$ cat config.mk
export PLATFORM = sky130hd
export DESIGN_NAME = mux_arbiter
export DESIGN_NICKNAME = d
export VERILOG_FILES = /design/src/rtl/mux_arbiter.sv
export SDC_FILE = /design/constraint.sdc
export NUM_CORES = 1
export LEC_CHECK = 0
export CAP_MARGIN = 20
export CORE_MARGIN = 2
export CORE_UTILIZATION = 34
export DETAILED_ROUTE_END_ITERATION = 7
export PLACE_DENSITY = 0.94
export SYNTH_ARGS = -nofsm -noshare
export SYNTH_HDL_FRONTEND = slang
export SYNTH_SLANG_ARGS = --single-unit
$ cat constraint.sdc
create_clock -name clock -period 5.2 [get_ports clock]
set_input_delay 1.04 -clock clock [delete_from_list [all_inputs] [get_ports clock]]
set_output_delay 1.04 -clock clock [all_outputs]
set_load 0.005 [all_outputs]
$ cat src/rtl/mux_arbiter.sv
// mux_arbiter: registered N-to-1 multiplexer with per-channel valid/ready
// handshakes and a selectable grant policy (external select, fixed priority
// with channel 0 highest, or round-robin). One output register stage with
// full backpressure sits between the producers and the shared consumer.
module mux_arbiter #(
  parameter int Size     = 8,
  parameter int Channels = 8,
  parameter int SelWidth = 3,
  parameter int Mode     = 1
) (
  input  logic                     clock,
  input  logic                     reset,
  input  logic [SelWidth-1:0]      select_i,
  input  logic [Channels*Size-1:0] data_i,
  input  logic [Channels-1:0]      valid_i,
  output logic [Channels-1:0]      ready_o,
  output logic [Size-1:0]          data_o,
  output logic                     valid_o,
  input  logic                     ready_i,
  output logic [SelWidth-1:0]      select_o
);

  logic [Channels-1:0] grant;
  logic                hasGrant;
  int                  grantNum;
  int                  scanIdx;
  logic                load;
  logic [SelWidth-1:0] ptr;

  // The register can take a word when it is empty or its word leaves this cycle.
  assign load = ~valid_o | ready_i;

  // Only the granted channel sees ready, and never while in reset or stalled.
  assign ready_o = (reset || !load) ? '0 : grant;

  // Pick one channel according to the grant policy; loops that run downward
  // let the last hit win, which is the first hit in the intended scan order.
  always_comb begin
    grant    = '0;
    hasGrant = 1'b0;
    grantNum = 0;
    scanIdx  = 0;
    if (Mode == 0) begin
      for (int k = 0; k < Channels; k++) begin
        if (select_i == SelWidth'(k) && valid_i[k]) begin
          grant[k] = 1'b1;
          hasGrant = 1'b1;
          grantNum = k;
        end
      end
    end else if (Mode == 1) begin
      for (int k = Channels - 1; k >= 0; k--) begin
        if (valid_i[k]) begin
          grant    = '0;
          grant[k] = 1'b1;
          hasGrant = 1'b1;
          grantNum = k;
        end
      end
    end else begin
      for (int i = Channels - 1; i >= 0; i--) begin
        scanIdx = int'(ptr) + i;
        if (scanIdx >= Channels) scanIdx = scanIdx - Channels;
        if (valid_i[scanIdx]) begin
          grant          = '0;
          grant[scanIdx] = 1'b1;
          hasGrant       = 1'b1;
          grantNum       = scanIdx;
        end
      end
    end
  end

  // Output register and round-robin pointer: load the granted word, drain to
  // empty when nothing is granted, and hold everything while stalled.
  always_ff @(posedge clock) begin
    if (reset) begin
      data_o   <= '0;
      valid_o  <= 1'b0;
      select_o <= '0;
      ptr      <= '0;
    end else if (load) begin
      if (hasGrant) begin
        data_o   <= data_i[grantNum*Size +: Size];
        select_o <= SelWidth'(grantNum);
        valid_o  <= 1'b1;
        if (Mode == 2) begin
          ptr <= (grantNum == Channels - 1) ? '0 : SelWidth'(grantNum + 1);
        end
      end else begin
        valid_o <= 1'b0;
      end
    end
  end

endmodule

Word level (Yosys, flattened, before mapping)
Index checks and enable logic that the tools add are counted.
{ "classes": {"shifts": 1, "bitwise": 2, "mux": 26, "reduce_logical": 3} }
{ "op_table": {"columns": ["operator", "n"], "rows": [
  ["$mux W29", 5],
  ["$mux W8", 9],
  ["$shiftx A64 B32 Y8", 1],
  ["$mux W1", 9],
  ["$mux W3", 3],
  ["$reduce_and A2 Y1", 1],
  ["$logic_not A1 Y1", 1],
  ["$logic_or A1 B1 Y1", 1],
  ["$not A1 Y1", 1],
  ["$or A1 B1 Y1", 1]
]} }
{ "word_totals": {"out_inout_bits": 20, "in_bits": 78, "register_bits": 12, "wordCells": 35} }

Logic depth before layout (Yosys ltp)
Gate-level depths: netlist of the first run.
{ "logic_depth": {"depth_word": 9, "mapped_depth": 8, "depth_no_buf": 6} }

Worst setup path before layout of the first run
OpenSTA, ideal clock, no wires.
{ "synth_path": {"path_type": "input-to-output", "start": "in reset", "end": "out ready_o[5]", "path_stages": 5, "n_path_buf": 1, "slack_ns": 1.989, "arrival_time_ns": 2.171, "required_time_ns": 4.160, "path_cell_list": "clkbuf_1 > nor2_1 > nand2_1 > nor3_1 > nor3b_1"} }
{ "synth_via": {"elab_chain_len": 2} }
{ "synth_rtl": {"columns": ["item", "line_no", "source"], "rows": [
  ["start: declaration", "12", "input logic reset,"],
  ["$logic_or A1 B1 Y1", "34", "assign ready_o = (reset || !load) ? '0 : grant;"],
  ["$mux W8", "34", null],
  ["end: declaration", "16", "output logic [Channels-1:0] ready_o,"]
]} }
Every way passes these cells.

Worst setup path in the final report of the first run
{ "layout_path": {"start": "in valid_i[0]", "end": "out ready_o[5]"} }
{ "layout_via": {"elab_chain_len": 2} }
{ "layout_rtl": {"columns": ["item", "line_no", "source"], "rows": [
  ["start: declaration", "15", "input logic [Channels-1:0] valid_i,"],
  ["$mux W8", "53", "if (valid_i[k]) begin"],
  ["$mux W8", "34", null]
]} }
Every way passes these cells.

==> run metrics, run 1 <==
status finished, final reports clean; critical path data required time 4160 ps; initial core utilization 36.37%; CTS tree built; worst hold path startpoint select_o[0]$_SDFFE_PP0P_; CP startpoint kind input port; pre-CTS setup slack 975.5 ps; Seq/Total Area, Yosys 21.29%; wire length per cell ~14 um; met2 usage 33.98%; first-pass GRT wire length 5.761 mm; slew margin rel. 49.09%; design area around 2100 um2; vias in the first global route 1329; fmax between 200 and 250 MHz; Final nets 310; Final TNS setup 0 ps; cell repeated most along the worst path clkdlybuf4s50_1; worst slew pin tran between 700 and 800 ps; reg2reg start valid_o$_SDFFE_PP0N_; DRT antenna net count 0; CP bufs+invs 2; commonest non-fill, non-tap cell in the layout clkdlybuf4s50_1; htree depth 1; grt ovf 0; ys flop type dfxtp_1; DRC 0; crit-path cells clkdlybuf4s50_1 > nor2_1 > nand2_1 > nor3_1 > nor3b_1 > clkdlybuf4s50_1; Distinct cells, synth 34; Fill cells roughly 290; height of the die 61.62 um; WL final 3.947 mm; total number of vias 1454; PnR worst setup slack 960.9 ps; Area after DPL ~2100 um2; part of the cycle the worst path needs 81.52%; Sink Count 12; Max Clock Skew 7.782 ps; Hold Path Class reg -> reg; Clk pin slew, worst setup/hold paths 90 ps; VDD IR-drop max 0.09103 mV; PwrDens 149.9 nW/um2; layout cells sized above 1 5.628%; PortBufs between 90 and 100; Most Used Layer, Global Route met2; Hold Fails Final Rpt 0; initial antenna violation count 0; vias per cell 5.287; Tot GR Track Use 20.52%; Post-CTS Hold Buffers 0; Die W about 62 um; register area 240.2 um2; Max Transition Viols Final 0; worst endpoint data arrival time approximately 3200 ps; Syn Nets 216; Avg Synthesized Cell Area about 8 um2; RSZ-0062 raised after global routing no; GP Congestion 0.8075; worst-skew pair later-pin latency 280 ps; Setup-failing EPs final 0; max cap viols 0; DP HPWL 3.164 mm; CTS resizes 0; Worst path max stage delay approximately 650 ps; met3 Resource Use GR 3.571%; grt met1 use 26.46%; number of synthesized flops with an enable pin 0; post-CTS setup repair buffer count 0; Core Area around 3100 um2; DRT Pass-1 Iters 4; slowest stage cell, crit path clkdlybuf4s50_1; multi-input logic area 840.8 um2; yosys warns 0; Max Root-Sink Buffers 2; area delta synth->final 89.25%; Top delay family on crit path buffers and inverters; Leakage 0.8982 nW; min cycle time layout approximately 4200 ps; mapped cell area 1129 um2; CP Class in -> out; largest net degree at the start of global routing 16; number of synthesized register bits 12; I/O pins 98; most frequent cells in the layout 94 x clkdlybuf4s50_1, 24 x mux2i_1, 23 x nor2_1, 12 x dfxtp_1, 8 x a22o_1; Site Rows 20; Die ar. 3796 um2; critical path peak fanout 14; Ant. Diodes 0; DR iter-0 viols 40; Root Buffer clkbuf_4; crit path from valid_i[0]; asr flop ratio synth 0%; Post-Syn Instances 138; cts bufs inserted 3; Setup crit end kind output pin
## per-layer routing
| layer | share of wire [%] | vias to the layer above | routed length (um) |
|---|---|---|---|
| met5 | 0 | - | 0 |
| met4 | 0.68 | 0 | 27 |
| met3 | 8.9 | 2 | 353 |
| met2 | 49 | 72 | 1915 |
| met1 | 42 | 669 | 1650 |
| li1 | - | 711 | - |
## per-stage QoR
step,cells,total power [W],hold WS (ps),utilization [%]
finish,275,0.0003202,515.8,68.83
detailed placement,271,0.0002447,489.6,67.66
CTS,275,0.0003213,512.3,68.83
floorplan,138,0.0001603,479.1,-
global placement,271,0.0002419,467.2,67.66
global route,275,0.0003389,536.3,68.83
## worst min-delay path: cells and delay by family (launching register included)
family           cells  cell delay [ps]
flip-flops           1              320
AND/OR/NAND/NOR      2              160
## where the power goes
part / switching (W) / internal, W / total (W) / leakage (nW)
Sequential: 0.00000404 / 0.0000997 / 0.000104 / 0.0995
Combinational: 0.0000480 / 0.0000908 / 0.000139 / 0.778
Clock: 0.0000351 / 0.0000426 / 0.0000777 / 0.0210
## synthesized netlist by cell type (3+ instances only)
master	number	share of area, %
mux2i_1	24	21
nor2_1	23	7.6
dfxtp_1	12	21
a22o_1	8	6.2
a211o_1	7	5.4
a21oi_1	7	3.1
o22ai_1	6	3.3
nor3_1	5	2.2
inv_1	4	1.3
nand2_1	4	1.3
and2_1	3	1.7
clkbuf_1	3	1.0
mux2_1	3	3.0
## worst paths after layout
path                                                 end  slack, ps  depth (start not counted)
worst min-delay path            select_o[0]$_SDFFE_PP0P_        520                          2
worst min register to register  select_o[0]$_SDFFE_PP0P_        520                          2
worst max register to register    data_o[5]$_SDFFE_PP0P_       3520                          7
worst max-delay path                          ready_o[5]        960                          6
## registers in the layout, indices dropped and copies added (netlist names)
| register | count |
|---|---|
| select_o | 3 |
| data_o | 8 |
| valid_o | 1 |
## layout make-up
cell class | instances | area share [%]
timing repair buffer | 95 | 44.41
tap | 44 | 2.578
clock buffer | 4 | 1.699
multi-input combinational | 116 | 39.37
sequential | 12 | 11.25
inverter | 4 | 0.7030
## cells by family (layout without fill, tap and decap cells)
kind of cell           after synthesis  after routing  synth area share (%)
and+or+nand+nor                     49             49                 22.84
AOI/OAI and AO/OA                   39             39                 26.39
DFF                                 12             12                 21.29
muxes                               28             28                 25.28
buffers and inverters               10            103                 4.212
(Power assumes the default switching activity.)
==> inputs of run 2 (changes only) <==
--- a/config.mk
+++ b/config.mk
@@ -7,9 +7,9 @@
 export LEC_CHECK = 0
 export CAP_MARGIN = 20
 export CORE_MARGIN = 2
-export CORE_UTILIZATION = 34
+export CORE_UTILIZATION = 29
 export DETAILED_ROUTE_END_ITERATION = 7
-export PLACE_DENSITY = 0.94
+export PLACE_DENSITY = 0.86
 export SYNTH_ARGS = -nofsm -noshare
 export SYNTH_HDL_FRONTEND = slang
 export SYNTH_SLANG_ARGS = --single-unit
==> constraint.sdc (replaced) <==
create_clock -name clock -period 3.55 [get_ports clock]
set_input_delay 0.71 -clock clock [delete_from_list [all_inputs] [get_ports clock]]
set_output_delay 0.71 -clock clock [all_outputs]
set_load 0.005 [all_outputs]
==> run 2 against run 1 <==
Effect of this change: die area rose by 16%; power is 50% higher; cell area up 1.9%; largest cell class unchanged.
==> run metrics, run 2 (synthesis results as in run 1) <==
grt met1 use 22.30% (-4.2 points); fin util 58.99% (-9.8 points); layout cells sized above 1 6.838% (+1.2 points); Leakage 0.9185 nW (+2.3%); total number of vias 1378 (-5.2%); largest net degree at the start of global routing 16 (unchanged); PnR worst setup slack 201.6 ps (-759.3 ps); wire length per cell 14.04 um (-2.2%); Post-CTS Hold Buffers 0 (unchanged); fmax 298.6 MHz; WL final 3.958 mm (+0.28%); initial antenna violation count 0 (unchanged); VDD IR-drop max 0.1128 mV (+24%); cts bufs inserted 3 (unchanged); slew margin rel. 48.68% (-0.41 points); slowest stage cell, crit path clkdlybuf4s50_1; min cycle time layout 3348 ps; initial core utilization 30.60% (-5.8 points); post-CTS setup repair buffer count 0 (unchanged); DRC 0 (unchanged); PortBufs 94 (unchanged); grt ovf 0 (unchanged); DRT antenna net count 0 (unchanged); max FFs per register 8 (unchanged); Hold Path Class reg -> reg; DR iter-0 viols 44 (+10%); RR Endpoint data_o[6]$_SDFFE_PP0P_; CTS tree built; CP startpoint kind input port; most frequent cells in the layout 94 x clkdlybuf4s50_1, 24 x mux2i_1, 23 x nor2_1, 12 x dfxtp_1, 8 x a22o_1; status finished, final reports clean; crit-path cells clkdlybuf4s50_1 > nor2_1 > nand2_1 > nor3_1 > nor3b_1 > clkdlybuf4s50_1; met3 Resource Use GR 3.748% (+0.18 points); worst slew pin tran 768.0 ps (+6.139 ps); CP Class in -> out; Setup crit end kind output pin; Most Used Layer, Global Route met2; first-pass GRT wire length 6.037 mm (+4.8%); Tot GR Track Use 17.65% (-2.9 points); Final TNS setup 0 ps (unchanged); reg-to-reg slack, setup 1910 ps (-1610 ps); commonest non-fill, non-tap cell in the layout clkdlybuf4s50_1; Power Total 0.0004792 W (+50%); Ant. Diodes 0 (unchanged); Final nets 314 (+1.3%); Root Buffer clkbuf_8; met2 usage 29.38% (-4.6 points); PwrDens 220.2 nW/um2 (+47%); critical path peak fanout 4 (-10); max cap viols 0 (unchanged); critical path data required time 2840 ps (-1320 ps); Core Area 3689 um2 (+19%); RSZ-0062 raised after global routing no; DP HPWL 3.293 mm (+4.1%); Max Root-Sink Buffers 2 (unchanged); height of the die 66.39 um (+7.7%); I/O pins 98 (unchanged); CTS resizes 0 (unchanged); DRT Pass-1 Iters 4 (unchanged); worst endpoint data arrival time 2640 ps (-560 ps); Setup-failing EPs final 0 (unchanged); Max Clock Skew 1.883 ps (-5.900 ps); Die ar. 4407 um2 (+16%); Sink Count 12 (unchanged); vias per cell 4.887 (-7.6%); crit path from valid_i[1]; Clk pin slew, worst setup/hold paths 50 ps (-40 ps); area delta synth->final 92.79%; worst-skew pair later-pin latency 230 ps (-50 ps); Top reg by flops data_o; reg2reg start valid_o$_SDFFE_PP0N_; worst hold path depth 2 (unchanged); R2R depth 7 (unchanged); Site Rows 22 (+10%); Largest regs data_o x8, select_o x3, valid_o x1; CP endpoint ready_o[5]; vias in the first global route 1312 (-1.3%); Hold Fails Final Rpt 0 (unchanged); Max Transition Viols Final 0 (unchanged); pre-CTS setup slack 248.3 ps (-727.2 ps); Die W 66.39 um (+7.7%); Worst path max stage delay 530 ps (-120 ps); Fill cells 370 (+29%); cell repeated most along the worst path clkdlybuf4s50_1; part of the cycle the worst path needs 94.32%; GP Congestion 0.7789 (-3.5%); htree depth 1 (unchanged)
## run 2: cell types whose count changed in the layout (fill, tap and decap cells not counted)
cell,before,now
clkbuf_4,3,0
buf_4,1,5
clkbuf_8,1,3
## run 2: how the worst min path moves through the flow
stage	from	to	slack [ps]
after floorplan	select_o[1]$_SDFFE_PP0P_	select_o[1]$_SDFFE_PP0P_	480
after global placement	select_o[1]$_SDFFE_PP0P_	select_o[1]$_SDFFE_PP0P_	470
after detailed placement	select_o[0]$_SDFFE_PP0P_	select_o[0]$_SDFFE_PP0P_	500
after CTS	select_o[0]$_SDFFE_PP0P_	select_o[0]$_SDFFE_PP0P_	510
after global routing	select_o[1]$_SDFFE_PP0P_	select_o[1]$_SDFFE_PP0P_	540
final	select_o[1]$_SDFFE_PP0P_	select_o[1]$_SDFFE_PP0P_	520
## run 2: through the flow
| stage | instance area (um2) | std cells | hold WS, ps |
|---|---|---|---|
| 4_1_cts | 2176 | 282 | 512.0 |
| 2_1_floorplan | 1129 | 138 | 479.1 |
| 3_3_place_gp | 2135 | 279 | 465.4 |
| 5_1_grt | 2176 | 282 | 540.0 |
| 6_report | 2176 | 282 | 516.0 |
| 3_5_place_dp | 2135 | 279 | 504.0 |
## run 2: layout make-up
type                    count  area, um2  area share [%]
well taps                  48      60.06           2.760
clock buffers               3      41.29           1.898
multi-input cells         116      840.8           38.64
repair buffers             99      978.4           44.97
flip-flops and latches     12      240.2           11.04
inverters                   4      15.01          0.6901
## run 2: critical path, delay by kind of cell
family | cells | cell delay [ps]
simple gates | 4 | 930
buf+inv | 2 | 1000
## run 2: layer usage
layer / wire (um) / vias up
met1: 1777 / 605
met3: 351 / 2
met2: 1792 / 58
met5: 0 / -
met4: 37 / 0
li1: - / 713
## run 2: power by group
part / switching [W] / internal, W / leakage [nW] / total, W
Clock: 0.0000447 / 0.0000743 / 0.0216 / 0.000119
Sequential: 0.00000582 / 0.000147 / 0.0995 / 0.000152
Combinational: 0.0000714 / 0.000136 / 0.797 / 0.000208
Total: 0.000122 / 0.000357 / 0.918 / 0.000479
==> inputs of run 3 (changes only) <==
--- a/config.mk
+++ b/config.mk
@@ -6,7 +6,6 @@
 export NUM_CORES = 1
 export LEC_CHECK = 0
 export CAP_MARGIN = 20
-export CORE_MARGIN = 2
 export CORE_UTILIZATION = 29
 export DETAILED_ROUTE_END_ITERATION = 7
 export PLACE_DENSITY = 0.86
==> run 3 against run 2 <==
Effect of this change: clock skew shrank 1.6 ps; utilization is the same; via count grew 1.2%; register-to-register slack lost 40 ps; setup slack gained 81 ps; clock-buffer cell count is the same; cell count is the same; first-iteration DRC count shrank 11%; power is essentially flat; critical path depth is the same; wire length shrank 3.7%; fmax grew 2.5%; largest power group unchanged.
==> run metrics, run 3 (synthesis results as in run 1) <==
WL final 3.812 mm (-3.7%); vias per cell 4.947 (+1.2%); Max Transition Viols Final 0 (unchanged); Hold Path Class reg -> reg; Root Buffer clkbuf_8; initial antenna violation count 0 (unchanged); first-pass GRT wire length 5.802 mm (-3.9%); critical path data required time 2840 ps (about the same); height of the die 64.39 um (-3.0%); post-CTS setup repair buffer count 0 (unchanged); critical path peak fanout 4 (unchanged); Die W 64.39 um (-3.0%); DP HPWL 3.181 mm (-3.4%); Sink Count 12 (unchanged); most frequent cells in the layout 94 x clkdlybuf4s50_1, 24 x mux2i_1, 23 x nor2_1, 12 x dfxtp_1, 8 x a22o_1; slew margin rel. 50.16% (+1.5 points); max cap viols 0 (unchanged); Tot GR Track Use 17.90% (+0.26 points); area delta synth->final 92.79% (unchanged); Final TNS setup 0 ps (unchanged); initial core utilization 30.60% (unchanged); grt ovf 0 (unchanged); htree depth 1 (unchanged); DR iter-0 viols 39 (-11%); sequential share of power 31.8% (about the same); Die ar. 4145 um2 (-5.9%); Setup crit end kind output pin; CTS resizes 0 (unchanged); part of the cycle the worst path needs 92.04% (-2.3 points); Comb power frac 43.1% (-0.3 points); Setup-failing EPs final 0 (unchanged); Top reg by flops data_o; min cycle time layout 3267 ps (-81.18 ps); Core Area 3689 um2 (unchanged); worst endpoint data arrival time 2560 ps (-80 ps); Power Total 0.0004791 W (about the same); switching portion of total power 25.45% (about the same); RSZ-0062 raised after global routing no; Max Root-Sink Buffers 2 (unchanged); Clk pin slew, worst setup/hold paths 50 ps (about the same); vias in the first global route 1287 (-1.9%); Max Clock Skew 0.3047 ps (-1.578 ps); largest net degree at the start of global routing 16 (unchanged); DRC 0 (unchanged); GP Congestion 0.7757 (-0.41%); Largest regs data_o x8, select_o x3, valid_o x1; wire length per cell 13.52 um (-3.7%); CTS tree built; layout cells sized above 1 6.838% (unchanged); Site Rows 22 (unchanged); Leakage 0.9185 nW (unchanged); PwrDens 220.2 nW/um2 (about the same); Post-CTS Hold Buffers 0 (unchanged); Hold Fails Final Rpt 0 (unchanged); P_sw 0.0001219 W (about the same); CP Class in -> out; PortBufs 94 (unchanged); VDD IR-drop max 0.1042 mV (-7.7%); Int Pwr 0.0003572 W (unchanged); DRT antenna net count 0 (unchanged); clock power share 25.2% (+0.3 points); Final nets 314 (unchanged); Ant. Diodes 0 (unchanged); worst slew pin tran 745.8 ps (-22.22 ps); CP startpoint kind input port; status finished, final reports clean; total number of vias 1395 (+1.2%); commonest non-fill, non-tap cell in the layout clkdlybuf4s50_1; cts bufs inserted 3 (unchanged); worst-skew pair later-pin latency 230 ps (about the same); DRT Pass-1 Iters 4 (unchanged); fmax 306.1 MHz (+2.5%); max FFs per register 8 (unchanged); I/O pins 98 (unchanged); Fill cells 370 (unchanged)
==> run 3: path summary, 6_finish.rpt <==
check                                start                       end  slack [ps]  depth (start not counted)
hold / removal    select_o[1]$_SDFFE_PP0P_  select_o[1]$_SDFFE_PP0P_         500                          2
hold reg to reg   select_o[1]$_SDFFE_PP0P_  select_o[1]$_SDFFE_PP0P_         500                          2
setup / recovery                valid_i[1]                ready_o[5]         280                          6
setup reg to reg      valid_o$_SDFFE_PP0N_    data_o[6]$_SDFFE_PP0P_        1870                          7
==> run 3: cell type report <==
class	instances	area, um2	share of cell area, %
Sequential cell	12	240.2	11.04
Clock buffer	3	41.29	1.898
Timing Repair Buffer	99	978.4	44.97
Tap cell	48	60.06	2.760
Multi-Input combinational cell	116	840.8	38.64
Inverter	4	15.01	0.6901
==> run 3: power groups by stage <==
stage | clock [W] | combinational (W) | sequential [W]
2_1_floorplan | 0 | 0.0000791 | 0.000156
3_3_place_gp | 0 | 0.000205 | 0.000155
3_5_place_dp | 0 | 0.000208 | 0.000155
4_1_cts | 0.000123 | 0.000208 | 0.000152
5_1_grt | 0.000132 | 0.000222 | 0.000154
6_report | 0.000121 | 0.000206 | 0.000152
==> run 3: layer usage <==
layer  share of wire, %  GRT usage, %
met1                 45         22.34
met2                 46         30.66
met3                8.1         3.214
met4               0.92         5.833
met5                  0             0
==> run 3: per-stage QoR <==
| stage | setup slack, ps | hold slack (ps) | area [um2] | util (%) | instances |
|---|---|---|---|---|---|
| detailed placement | 292.5 | 494.2 | 2135 | 57.87 | 279 |
| floorplan | 999.0 | 479.1 | 1129 | - | 138 |
| global route | 95.81 | 539.4 | 2176 | 58.99 | 282 |
| CTS | 267.6 | 506.4 | 2176 | 58.99 | 282 |
| global placement | 286.9 | 464.6 | 2135 | 57.87 | 279 |
| finish | 282.8 | 504.0 | 2176 | 58.99 | 282 |
==> run 3: critical path: stages <==
cell             delay (ps)
clkdlybuf4s50_1         450
nor2_1                  240
nand2_1                 140
nor3_1                  270
nor3b_1                 220
clkdlybuf4s50_1         530
